### src/rtl/arb_out_queue.sv
// -----------------------------------------------------------------------------
// arb_out_queue
//   Tagged FIFO placed directly after the 4-input fixed-priority arbiter. Each
//   arbiter grant (payload plus the index of the winning input) is captured and
//   held until the consumer takes it. A stalled consumer therefore does not
//   stall arbitration until the queue is full.
//
// Parameters
//   WIDTH  payload width (matches arbiter io_out_bits)
//   TAG_W  tag width (matches arbiter io_chosen)
//   DEPTH  number of entries, power of two, >= 2
//
// Ports
//   clk           rising-edge clock
//   reset         asynchronous, active-high; empties the queue
//   io_enq_ready  queue can accept an entry (not full)
//   io_enq_valid  entry offered by the arbiter
//   io_enq_bits   offered payload
//   io_enq_tag    offered source index
//   io_deq_ready  consumer accepts the head entry
//   io_deq_valid  head entry valid
//   io_deq_bits   head payload
//   io_deq_tag    head source index
//   io_count      occupancy, 0..DEPTH
//
// Configuration macro
//   ARB_OUT_QUEUE_FLOW_EN  when defined, an entry offered to an empty queue
//                          is presented on the deq side in the same cycle and
//                          bypasses storage if the consumer takes it at once.
// -----------------------------------------------------------------------------
module arb_out_queue #(
  parameter int WIDTH = 8,
  parameter int TAG_W = 2,
  parameter int DEPTH = 4
) (
  input  logic                     clk,
  input  logic                     reset,
  output logic                     io_enq_ready,
  input  logic                     io_enq_valid,
  input  logic [WIDTH-1:0]         io_enq_bits,
  input  logic [TAG_W-1:0]         io_enq_tag,
  input  logic                     io_deq_ready,
  output logic                     io_deq_valid,
  output logic [WIDTH-1:0]         io_deq_bits,
  output logic [TAG_W-1:0]         io_deq_tag,
  output logic [$clog2(DEPTH):0]   io_count
);

  localparam int PTR_W = $clog2(DEPTH);
  localparam logic [PTR_W:0] FULL_COUNT = (PTR_W + 1)'(DEPTH);

  logic [PTR_W-1:0]         enq_ptr;
  logic [PTR_W-1:0]         deq_ptr;
  logic                     maybe_full;
  logic [TAG_W+WIDTH-1:0]   ram [DEPTH];

  logic                     ptr_match;
  logic                     empty;
  logic                     full;
  logic                     do_enq;
  logic                     do_deq;
  logic [TAG_W+WIDTH-1:0]   rd_entry;
  logic [PTR_W-1:0]         ptr_diff;

  // Equal pointers mean either empty or full; maybe_full records which,
  // since it remembers whether the last pointer movement was an enqueue.
  assign ptr_match    = (enq_ptr == deq_ptr);
  assign empty        = ptr_match & ~maybe_full;
  assign full         = ptr_match &  maybe_full;
  assign io_enq_ready = ~full;
  assign rd_entry     = ram[deq_ptr];

`ifdef ARB_OUT_QUEUE_FLOW_EN
  // Flow-through: an empty queue presents the offered entry directly. If the
  // consumer takes it in the same cycle nothing is stored and the stored-side
  // dequeue is suppressed because there is nothing stored to pop.
  assign io_deq_valid = ~empty | io_enq_valid;
  assign {io_deq_tag, io_deq_bits} = empty ? {io_enq_tag, io_enq_bits} : rd_entry;
  assign do_enq = io_enq_ready & io_enq_valid & ~(empty & io_deq_ready);
  assign do_deq = io_deq_ready & ~empty;
`else
  // Plain queue: the head is always read from storage, minimum latency 1.
  assign io_deq_valid = ~empty;
  assign {io_deq_tag, io_deq_bits} = rd_entry;
  assign do_enq = io_enq_ready & io_enq_valid;
  assign do_deq = io_deq_ready & io_deq_valid;
`endif

  // Occupancy: the pointer difference wraps to zero when full, so the full
  // case is substituted explicitly.
  assign ptr_diff = enq_ptr - deq_ptr;
  assign io_count = full ? FULL_COUNT : {1'b0, ptr_diff};

  // Storage is written only on an accepted enqueue and is deliberately not
  // reset; stale contents are never visible because deq_valid masks them.
  always_ff @(posedge clk) begin
    if (do_enq) begin
      ram[enq_ptr] <= {io_enq_tag, io_enq_bits};
    end
  end

  // Pointer and fullness state. Pointers wrap by natural overflow because
  // DEPTH is a power of two. maybe_full only changes when exactly one side
  // moves, which is what distinguishes full from empty at equal pointers.
  always_ff @(posedge clk or posedge reset) begin
    if (reset) begin
      enq_ptr    <= '0;
      deq_ptr    <= '0;
      maybe_full <= 1'b0;
    end else begin
      if (do_enq) begin
        enq_ptr <= enq_ptr + PTR_W'(1);
      end
      if (do_deq) begin
        deq_ptr <= deq_ptr + PTR_W'(1);
      end
      if (do_enq != do_deq) begin
        maybe_full <= do_enq;
      end
    end
  end

endmodule

### config.mk
export PLATFORM = sky130hd
export DESIGN_NAME = arb_out_queue
export DESIGN_NICKNAME = d
export VERILOG_FILES = /design/src/rtl/arb_out_queue.sv
export SDC_FILE = /design/constraint.sdc
export NUM_CORES = 1
export LEC_CHECK = 0
export BUFFER_PORTS_ARGS = -buffer_cell sky130_fd_sc_hd__buf_4
export CAP_MARGIN = 5
export CELL_PAD_IN_SITES_DETAIL_PLACEMENT = 1
export CELL_PAD_IN_SITES_GLOBAL_PLACEMENT = 1
export CORE_MARGIN = 5
export CORE_UTILIZATION = 50
export CTS_CLUSTER_SIZE = 40
export DETAILED_ROUTE_END_ITERATION = 7
export MAX_ROUTING_LAYER = met4
export PLACE_DENSITY = 0.93
export SETUP_SLACK_MARGIN = 0.2
export SYNTH_ARGS = -nofsm -noshare
export SYNTH_HDL_FRONTEND = slang
export SYNTH_SLANG_ARGS = --single-unit
### constraint.sdc
create_clock -name clk -period 3.4 [get_ports clk]
set_input_delay 0.34 -clock clk [delete_from_list [all_inputs] [get_ports clk]]
set_output_delay 0.34 -clock clk [all_outputs]
set_load 0.05 [all_outputs]
==> flow_metrics.py, run 1 <==
metrics = {
    "logic_synthesis": {
        "synth_cell_type_count": 25,
        "synth.net_count": 115,
        "ys_ff_latch": 45,
        "combined_area_of_all_synthesized_cells_um2": 1850,
        "synthArstFlopShare": 0.111,
        "sequential_fraction_of_the_synthesis_area": 0.719,
        "synth.yosys.warnings": 0,
        "syn-mean-instance-area_um2": 19.2,
        "ys_dominant_reg_cell": "edfxtp_1",
        "synthCells": 96,
        "synth_edf_count": 40,
    },
    "sta": {
        "setup_viol": 0,
        "final_hold_viol_count": 0,
        "post-route-period-util": 0.654,
        "period_needed_ns": 2.22,
        "rsz0062_at_grt": "no",
        "finalClockSkew_ns": 0.00817,
        "worst_slew_pin_slew_ns": 0.636,
        "relSlewSlack": 0.576,
        "timing.setup.tns_ns": 0,
        "slew_violations": 0,
        "fmax_mhz": 450,
    },
    "global_routing": {
        "grt.total_usage": 0.159,
        "grt.met2_usage": 0.279,
        "globalRoute.totalOverflow": 0,
        "maximum_number_of_pins_on_one_net_before_global_route_repair": 16,
        "vias_in_the_first_global_route": 1102,
        "grt_most_used_layer": "met2",
        "global_route.usage.met1": 0.185,
        "grt_antenna_before_repair": 0,
        "grt_first_pass_wirelength_um": 5750,
        "grt.met3_usage": 0.0426,
    },
    "final_layout": {
        "layout-area-overhead-vs-synth_pct": 18.5,
        "design.final.nets": 148,
        "regArea_um2": 1330,
        "multi_input_area_um2": 468,
        "drive_above_1_share": 0.369,
        "antenna_cells": 0,
        "fill_cells": 326,
    },
    "clock_tree": {
        "ctsHtreeMaxLevel": 2,
        "clock_path_buffers": 2,
        "cts.repair_timing.setup_buffer_count": 0,
        "worst_setup_hold_path_clk_slew_ns": 0.08,
        "cts_tree": "built",
        "clock_latency_on_the_worst_skew_pair_ns": 0.29,
        "clock_sinks": 45,
        "cts_inserted_buffers": 5,
        "ctsRootBufferMaster": "clkbuf_8",
    },
    "die": {
        "die_w_um": 70.8,
        "die_height_um": 70.8,
        "placeableCoreArea_um2": 3610,
        "pin_count": 29,
        "placement_rows": 22,
        "starting_density_of_the_core": 0.512,
        "design.die.area_um2": 5010,
    },
    "drt": {
        "wire_per_inst_um": 20.1,
        "drt_first_iter_violations": 75,
        "avgViaCountPerCell": 5.26,
        "drt.antenna.violating_nets": 0,
        "wl_um": 3580,
        "routed-via-count": 936,
        "drt_first_pass_iters": 4,
        "drc_errors": 0,
    },
    "placement": {
        "port-buffer-count": 28,
        "gp_congestion": 0.847,
        "detailedPlacementHpwl_um": 2730,
    },
    "flow_run": {
        "max-cap-violations": 0,
    },
    "min_path": {
        "holdCritPathClass": "in -> reg",
    },
    "setup_path": {
        "cp_data_required_time_ns": 3.06,
        "critical_path.max_fanout": 8,
        "path_class": "reg -> out",
        "critical_path_arrival_ns": 1.88,
        "critical_path.startpoint_type": "register",
        "cp-end-kind": "output port",
    },
    "run_status": {
        "outcome": "completed",
    },
}
==> layout make-up <==
cell class                      count  share of cell area
Multi-Input combinational cell     41               0.214
Clock inverter                      2             0.00458
Tap cell                           48              0.0275
Inverter                            6              0.0103
Sequential cell                    45               0.606
Timing Repair Buffer               30               0.104
Clock buffer                        6              0.0332
==> sequential cells by signal (all words and copies together) (netlist names) <==
register and cells:
maybe_full 1, enq_ptr 2, deq_ptr 2, ram 40
==> metrics by stage <==
step	setup slack, ns	cells	hold WS (ns)	utilization	area, um^2
global route	1.04	178	0.237	0.607	2190
detailed placement	1.32	169	0.257	0.581	2090
global placement	1.46	169	0.256	0.581	2090
floorplan	1.29	96	0.119	-	1850
finish	1.18	178	0.245	0.607	2190
CTS	1.13	178	0.243	0.607	2190
==> kinds of logic (layout without fill, tap and decap cells) <==
kind of cell / after synthesis / in the layout / synth area share
simple gates: 12 / 12 / 0.0387
flops: 45 / 45 / 0.719
compound gates: 8 / 8 / 0.0244
xor+xnor: 4 / 4 / 0.0231
mux: 12 / 12 / 0.134
fa+ha+maj: 5 / 5 / 0.0339
buf+inv: 10 / 44 / 0.0278
==> synth_stat cells, drive strengths merged (2+ instances only) <==
master | n | area share
a21oi | 3 | 0.0081
and3 | 4 | 0.014
buf | 4 | 0.016
dfrtp | 5 | 0.068
edfxtp | 40 | 0.65
ha | 5 | 0.034
inv | 6 | 0.012
mux4 | 10 | 0.12
nand2 | 2 | 0.0041
nand3 | 3 | 0.011
o21ai | 3 | 0.0081
xnor2 | 3 | 0.018
==> worst max-delay path, cell delays in order (launching register included) <==
cell and delay (ns):
dfrtp_1 0.60, buf_4 0.26, mux4_2 0.52, buf_4 0.20
==> cell usage in the layout (no fill, tap or decap) <==
| cell type | n |
|---|---|
| nand2b_1 | 1 |
| nand2_1 | 2 |
| edfxtp_1 | 40 |
| xor2_1 | 1 |
| clkbuf_1 | 1 |
| o21ai_0 | 1 |
| a21oi_1 | 3 |
| inv_1 | 6 |
| and3_1 | 4 |
| o22ai_1 | 1 |
| xnor2_2 | 1 |
| mux4_2 | 10 |
| clkinv_2 | 2 |
| buf_4 | 29 |
| mux2_1 | 1 |
| xnor2_1 | 2 |
| ha_1 | 5 |
| dlygate4sd3_1 | 1 |
| dfrtp_1 | 5 |
| nand3_1 | 2 |
| nand3_2 | 1 |
| o21ai_1 | 2 |
| or2_1 | 1 |
| a311oi_1 | 1 |
| clkbuf_8 | 5 |
| mux2i_1 | 1 |
| nor2b_1 | 1 |
==> path summary, 6_finish.rpt <==
check | start | endpoint | slack [ns] | cells past startpoint
hold / removal | io_deq_ready | maybe_full | 0.25 | 2
setup / recovery | deq_ptr[0] | io_deq_tag[0] | 1.18 | 3
max in group asynchronous | reset | deq_ptr[0] | 2.74 | 3
setup reg to reg | deq_ptr[0] | ram[0][3] | 1.35 | 3
hold reg to reg | enq_ptr[0] | enq_ptr[0] | 0.57 | 1
min in group asynchronous | reset | enq_ptr[0] | 0.49 | 3
==> metal layers <==
metal,wire length (um),part of all wire
met5,0,0
met4,32,0.0089
met3,181,0.051
met2,1940,0.54
met1,1430,0.40
==> timing repair <==
action	4_1_cts	5_1_grt
hold endpoints to repair	5	0
setup endpoints to repair	0	0
resized for setup	0	0
hold buffers	1	0
Power of run 1 is left out: the tool's default activity adds up to more than one toggle a clock period on the data nets, which glitch-free logic cannot reach.
==> run 2: changes to the inputs <==
- CORE_UTILIZATION: 50 -> 47
- PLACE_DENSITY: 0.93 -> 0.89
- clock period: 3.4 -> 2.25 ns (I/O delays scaled with it)
==> run 2 against run 1 <==
Compared with the run above:
- first-iteration DRC count shrank 27%
- core utilization shrank 1.5 points
- critical path depth grew 3
- register-to-register slack lost 0.97 ns
- clock skew is essentially flat
- cell count grew 0.56%
- sequential share of layout area shrank 0.75 points
- cell area grew 1.3%
- hold slack lost 0.11 ns
- global-route usage grew 0.93 points
- via count grew 6.4%
- sequential cell count is the same
==> flow_metrics.py, run 2 (synthesized netlist as in run 1, its figures left out) <==
metrics = {
    "setup_path": {
        "cp-end-kind": "output port",
        "cp_data_required_time_ns": 2.03,
        "path_class": "reg -> out",
        "critical_path_arrival_ns": 1.76,
        "critical_path.startpoint_type": "register",
        "critical_path.max_fanout": 6,
    },
    "clock_tree": {
        "cts_tree": "built",
        "clock_latency_on_the_worst_skew_pair_ns": 0.29,
        "cts_inserted_buffers": 5,
        "ctsRootBufferMaster": "clkbuf_8",
        "clock_sinks": 45,
        "clock_path_buffers": 2,
        "worst_setup_hold_path_clk_slew_ns": 0.08,
        "ctsHtreeMaxLevel": 2,
    },
    "sta": {
        "timing.setup.tns_ns": 0,
        "period_needed_ns": 1.98,
        "slew_violations": 0,
        "post-route-period-util": 0.882,
        "setup_viol": 0,
        "fmax_mhz": 504,
        "final_hold_viol_count": 0,
        "relSlewSlack": 0.628,
        "rsz0062_at_grt": "yes",
        "post-route-worst-setup-slack_ns": 0.266,
        "worst_slew_pin_slew_ns": 0.559,
        "finalClockSkew_ns": 0.00833,
    },
    "global_routing": {
        "maximum_number_of_pins_on_one_net_before_global_route_repair": 15,
        "globalRoute.totalOverflow": 0,
        "grt_antenna_before_repair": 0,
        "vias_in_the_first_global_route": 1130,
        "grt.total_usage": 0.168,
        "grt_first_pass_wirelength_um": 6110,
    },
    "die": {
        "pin_count": 29,
        "placeableCoreArea_um2": 3740,
        "design.die.area_um2": 5280,
        "placement_rows": 22,
        "die_w_um": 72.7,
        "die_height_um": 72.7,
        "starting_density_of_the_core": 0.493,
    },
    "placement": {
        "detailedPlacementHpwl_um": 2920,
        "port-buffer-count": 28,
        "dpl_worst_slack_ns": 0.256,
        "gp_congestion": 0.858,
    },
    "final_layout": {
        "most-common-layout-cells": "edfxtp_1, buf_4, mux4_2",
        "drive_above_1_share": 0.382,
        "antenna_cells": 0,
        "reg.largest.list": "ram (40), deq_ptr (2), enq_ptr (2)",
        "layout-area-overhead-vs-synth_pct": 20.0,
        "design.final.nets": 149,
        "largest_reg_flops": 40,
        "most_common_cell_after_layout_fill_and_taps_aside": "edfxtp_1",
        "largest-register": "ram",
    },
    "drt": {
        "drt_first_iter_violations": 55,
        "routed-via-count": 996,
        "drc_errors": 0,
        "drt.antenna.violating_nets": 0,
        "wire_per_inst_um": 22.7,
        "drt_first_pass_iters": 4,
        "avgViaCountPerCell": 5.56,
        "wl_um": 4060,
    },
    "flow_run": {
        "max-cap-violations": 0,
    },
    "min_path": {
        "holdCritPathClass": "in -> reg",
    },
    "run_status": {
        "outcome": "completed",
    },
}
## run 2: changes by cell type in the layout (fill, tap and decap cells not counted)
cell,delta
clkbuf_1,-1
clkinv_2,-1
clkinv_4,+1
buf_6,+1
ha_1,-1
ha_4,+1
clkinv_1,+1
## run 2: critical path: stages (launching register included)
cell and delay [ns]:
dfrtp_1 0.42, inv_1 0.17, ha_4 0.25, nand2_1 0.15
nand3_1 0.11, o21ai_0 0.12, buf_4 0.24
## run 2: final timing paths
check                               startpoint           to  slack [ns]  depth (start not counted)
worst min register to register      enq_ptr[0]   enq_ptr[0]        0.54                          1
max in group asynchronous                reset   deq_ptr[0]        1.67                          3
worst max-delay path                enq_ptr[0]  io_count[1]        0.27                          6
min in group asynchronous                reset   deq_ptr[1]        0.40                          3
worst min-delay path            io_enq_bits[0]    ram[3][0]        0.14                          1
worst max register to register      enq_ptr[0]    ram[1][8]        0.38                          4
## run 2: metal layers
metal | GRT usage | share of wire | vias to the layer above | routed length [um]
li1 | - | - | 442 | -
met1 | 0.192 | 0.41 | 520 | 1670
met2 | 0.289 | 0.54 | 29 | 2190
met3 | 0.0331 | 0.037 | 5 | 152
met4 | 0.0717 | 0.014 | 0 | 57
met5 | - | 0 | - | 0
## run 2: timing repair
action	4_1_cts	5_1_grt
hold buffers	1	0
endpoints found under the setup margin	1	2
endpoints found under the hold margin	5	0
gates cloned	0	0
gates resized for setup	1	2
pin swaps	0	0
buffers inserted	0	0
## run 2: metrics by stage
| stage | util | cells | instance area, um^2 | hold slack, ns |
|---|---|---|---|---|
| 2_1_floorplan | - | 96 | 1850 | 0.00352 |
| 6_report | 0.592 | 179 | 2210 | 0.135 |
| 5_1_grt | 0.592 | 179 | 2210 | 0.114 |
| 3_3_place_gp | 0.561 | 170 | 2100 | 0.143 |
| 4_1_cts | 0.588 | 179 | 2200 | 0.125 |
| 3_5_place_dp | 0.561 | 170 | 2100 | 0.154 |
## run 2: cell type report
cell class / count / area (um^2)
Inverter: 6 / 22.5
Clock buffer: 5 / 68.8
Sequential cell: 45 / 1330
Tap cell: 48 / 60.1
Fill cell: 369 / 1530
Multi-Input combinational cell: 41 / 480
Timing Repair Buffer: 31 / 239
Clock inverter: 3 / 17.5
Power of run 2 is left out for the same reason.
==> run 3: changes to the inputs <==
- CORE_UTILIZATION: 47 -> 49
- CTS_BUF_LIST: unset -> sky130_fd_sc_hd__clkbuf_8
- PLACE_DENSITY: 0.89 -> 0.92
==> run 3 against run 2 <==
Compared with the run above:
- critical path depth stayed put
- clock skew is 0.00055 ns lower
- setup slack better by 0.015 ns
- critical endpoint unchanged
- core utilization is 0.89 points higher
- sequential cell count stayed put
- largest cell class unchanged
- cell area is 0.73% lower
- first-iteration DRC count is 44% lower
- sequential share of layout area is 0.50 points higher
==> flow_metrics.py, run 3 (synthesized netlist as in run 1, its figures left out) <==
metrics = {
    "drt": {
        "met3RoutedLength_um": 159,
        "drt_first_iter_violations": 31,
        "avgViaCountPerCell": 5.59,
        "wire_per_inst_um": 21.5,
        "drc_errors": 0,
        "routed-via-count": 1001,
        "met2RoutedLength_um": 2240,
        "drt_first_pass_iters": 4,
        "wl_um": 3850,
        "drt.antenna.violating_nets": 0,
        "m1WireLength_um": 1400,
        "top_layer": "met4",
    },
    "clock_tree": {
        "clock_latency_on_the_worst_skew_pair_ns": 0.28,
        "clock_path_buffers": 2,
        "cts_inserted_buffers": 5,
        "cts_tree": "built",
        "clock_sinks": 45,
        "ctsHtreeMaxLevel": 2,
        "ctsRootBufferMaster": "clkbuf_8",
        "cts.repair_timing.setup_buffer_count": 0,
        "worst_setup_hold_path_clk_slew_ns": 0.08,
    },
    "die": {
        "placement_rows": 22,
        "die_height_um": 71.4,
        "placeableCoreArea_um2": 3660,
        "design.die.area_um2": 5090,
        "die_w_um": 71.4,
        "pin_count": 29,
        "starting_density_of_the_core": 0.504,
    },
    "final_layout": {
        "drive_above_1_share": 0.389,
        "reg.largest.list": "ram (40), deq_ptr (2), enq_ptr (2)",
        "most-common-layout-cells": "edfxtp_1, buf_4, mux4_2",
        "most_common_cell_after_layout_fill_and_taps_aside": "edfxtp_1",
        "antenna_cells": 0,
        "largest-register": "ram",
        "layout-area-overhead-vs-synth_pct": 19.1,
        "largest_reg_flops": 40,
        "fill_cells": 326,
        "design.final.nets": 149,
    },
    "setup_path": {
        "cp_data_required_time_ns": 2.03,
        "reg2reg_depth": 4,
        "cp-end-kind": "output port",
        "critical_path.startpoint_type": "register",
        "path_class": "reg -> out",
        "r2r_end": "ram[3][7]",
        "critical_path.max_fanout": 6,
        "worst-r2r-setup-slack_ns": 0.33,
        "critical_path_arrival_ns": 1.74,
        "reg2reg_from": "enq_ptr[0]",
    },
    "sta": {
        "relSlewSlack": 0.637,
        "timing.setup.tns_ns": 0,
        "fmax_mhz": 508,
        "period_needed_ns": 1.97,
        "rsz0062_at_grt": "no",
        "final_hold_viol_count": 0,
        "slew_violations": 0,
        "worst_slew_pin_slew_ns": 0.544,
        "post-route-period-util": 0.875,
        "finalClockSkew_ns": 0.00779,
        "setup_viol": 0,
    },
    "global_routing": {
        "grt_antenna_before_repair": 0,
        "grt_first_pass_wirelength_um": 6070,
        "grt.total_usage": 0.168,
        "vias_in_the_first_global_route": 1138,
        "maximum_number_of_pins_on_one_net_before_global_route_repair": 15,
        "globalRoute.totalOverflow": 0,
    },
    "min_path": {
        "min_from": "io_deq_ready",
        "whs_path_depth": 2,
        "holdCritPathClass": "in -> reg",
        "whs_endpoint": "maybe_full",
    },
    "placement": {
        "port-buffer-count": 28,
        "detailedPlacementHpwl_um": 2880,
        "gp_congestion": 0.905,
    },
    "run_status": {
        "outcome": "completed",
    },
    "flow_run": {
        "max-cap-violations": 0,
    },
}
[run 3: critical path: stages, from the launching register on]
cell	delay, ns
dfrtp_2	0.44
inv_2	0.09
ha_2	0.33
nand2_2	0.12
nand3_1	0.11
o21ai_0	0.12
buf_4	0.24
[run 3: stage by stage]
| stage | hold slack (ns) | instances | setup WS (ns) | util | area [um^2] |
|---|---|---|---|---|---|
| after CTS | 0.132 | 179 | 0.233 | 0.599 | 2190 |
| final | 0.142 | 179 | 0.281 | 0.600 | 2200 |
| after global routing | 0.132 | 179 | 0.220 | 0.600 | 2200 |
| after floorplan | 0.00352 | 96 | 0.254 | - | 1850 |
| after detailed placement | 0.157 | 170 | 0.222 | 0.574 | 2100 |
| after global placement | 0.151 | 170 | 0.408 | 0.574 | 2100 |
[run 3: what timing repair did]
action / 4_1_cts / 5_1_grt
hold buffers: 1 / 0
resized for setup: 2 / 2
setup endpoints to repair: 1 / 1
endpoints found under the hold margin: 5 / 0
[run 3: worst max-delay path by stage]
| stage | end | start | cells after the start | slack [ns] |
|---|---|---|---|---|
| after floorplan | io_count[1] | enq_ptr[0] | 3 | 0.25 |
| after global placement | ram[0][7] | enq_ptr[0] | 4 | 0.41 |
| after CTS | io_count[1] | enq_ptr[0] | 6 | 0.23 |
| after detailed placement | ram[3][3] | enq_ptr[0] | 4 | 0.22 |
| final | io_count[1] | enq_ptr[0] | 6 | 0.28 |
| after global routing | io_count[1] | enq_ptr[0] | 6 | 0.22 |
[run 3: final cells by class]
cell class | count | area [um^2] | share of cell area
clock inverters | 3 | 11.3 | 0.00512
well taps | 48 | 60.1 | 0.0273
repair buffers | 31 | 235 | 0.107
clock buffers | 5 | 68.8 | 0.0313
inverters | 6 | 22.5 | 0.0102
multi-input cells | 41 | 473 | 0.215
flip-flops and latches | 45 | 1330 | 0.604
[run 3: routing by layer]
layer / GRT usage / vias to the layer above
met5: - / -
met4: 0.0376 / 0
met3: 0.0365 / 4
met2: 0.322 / 31
met1: 0.174 / 525
li1: - / 441
Power of run 3 is left out for the same reason.
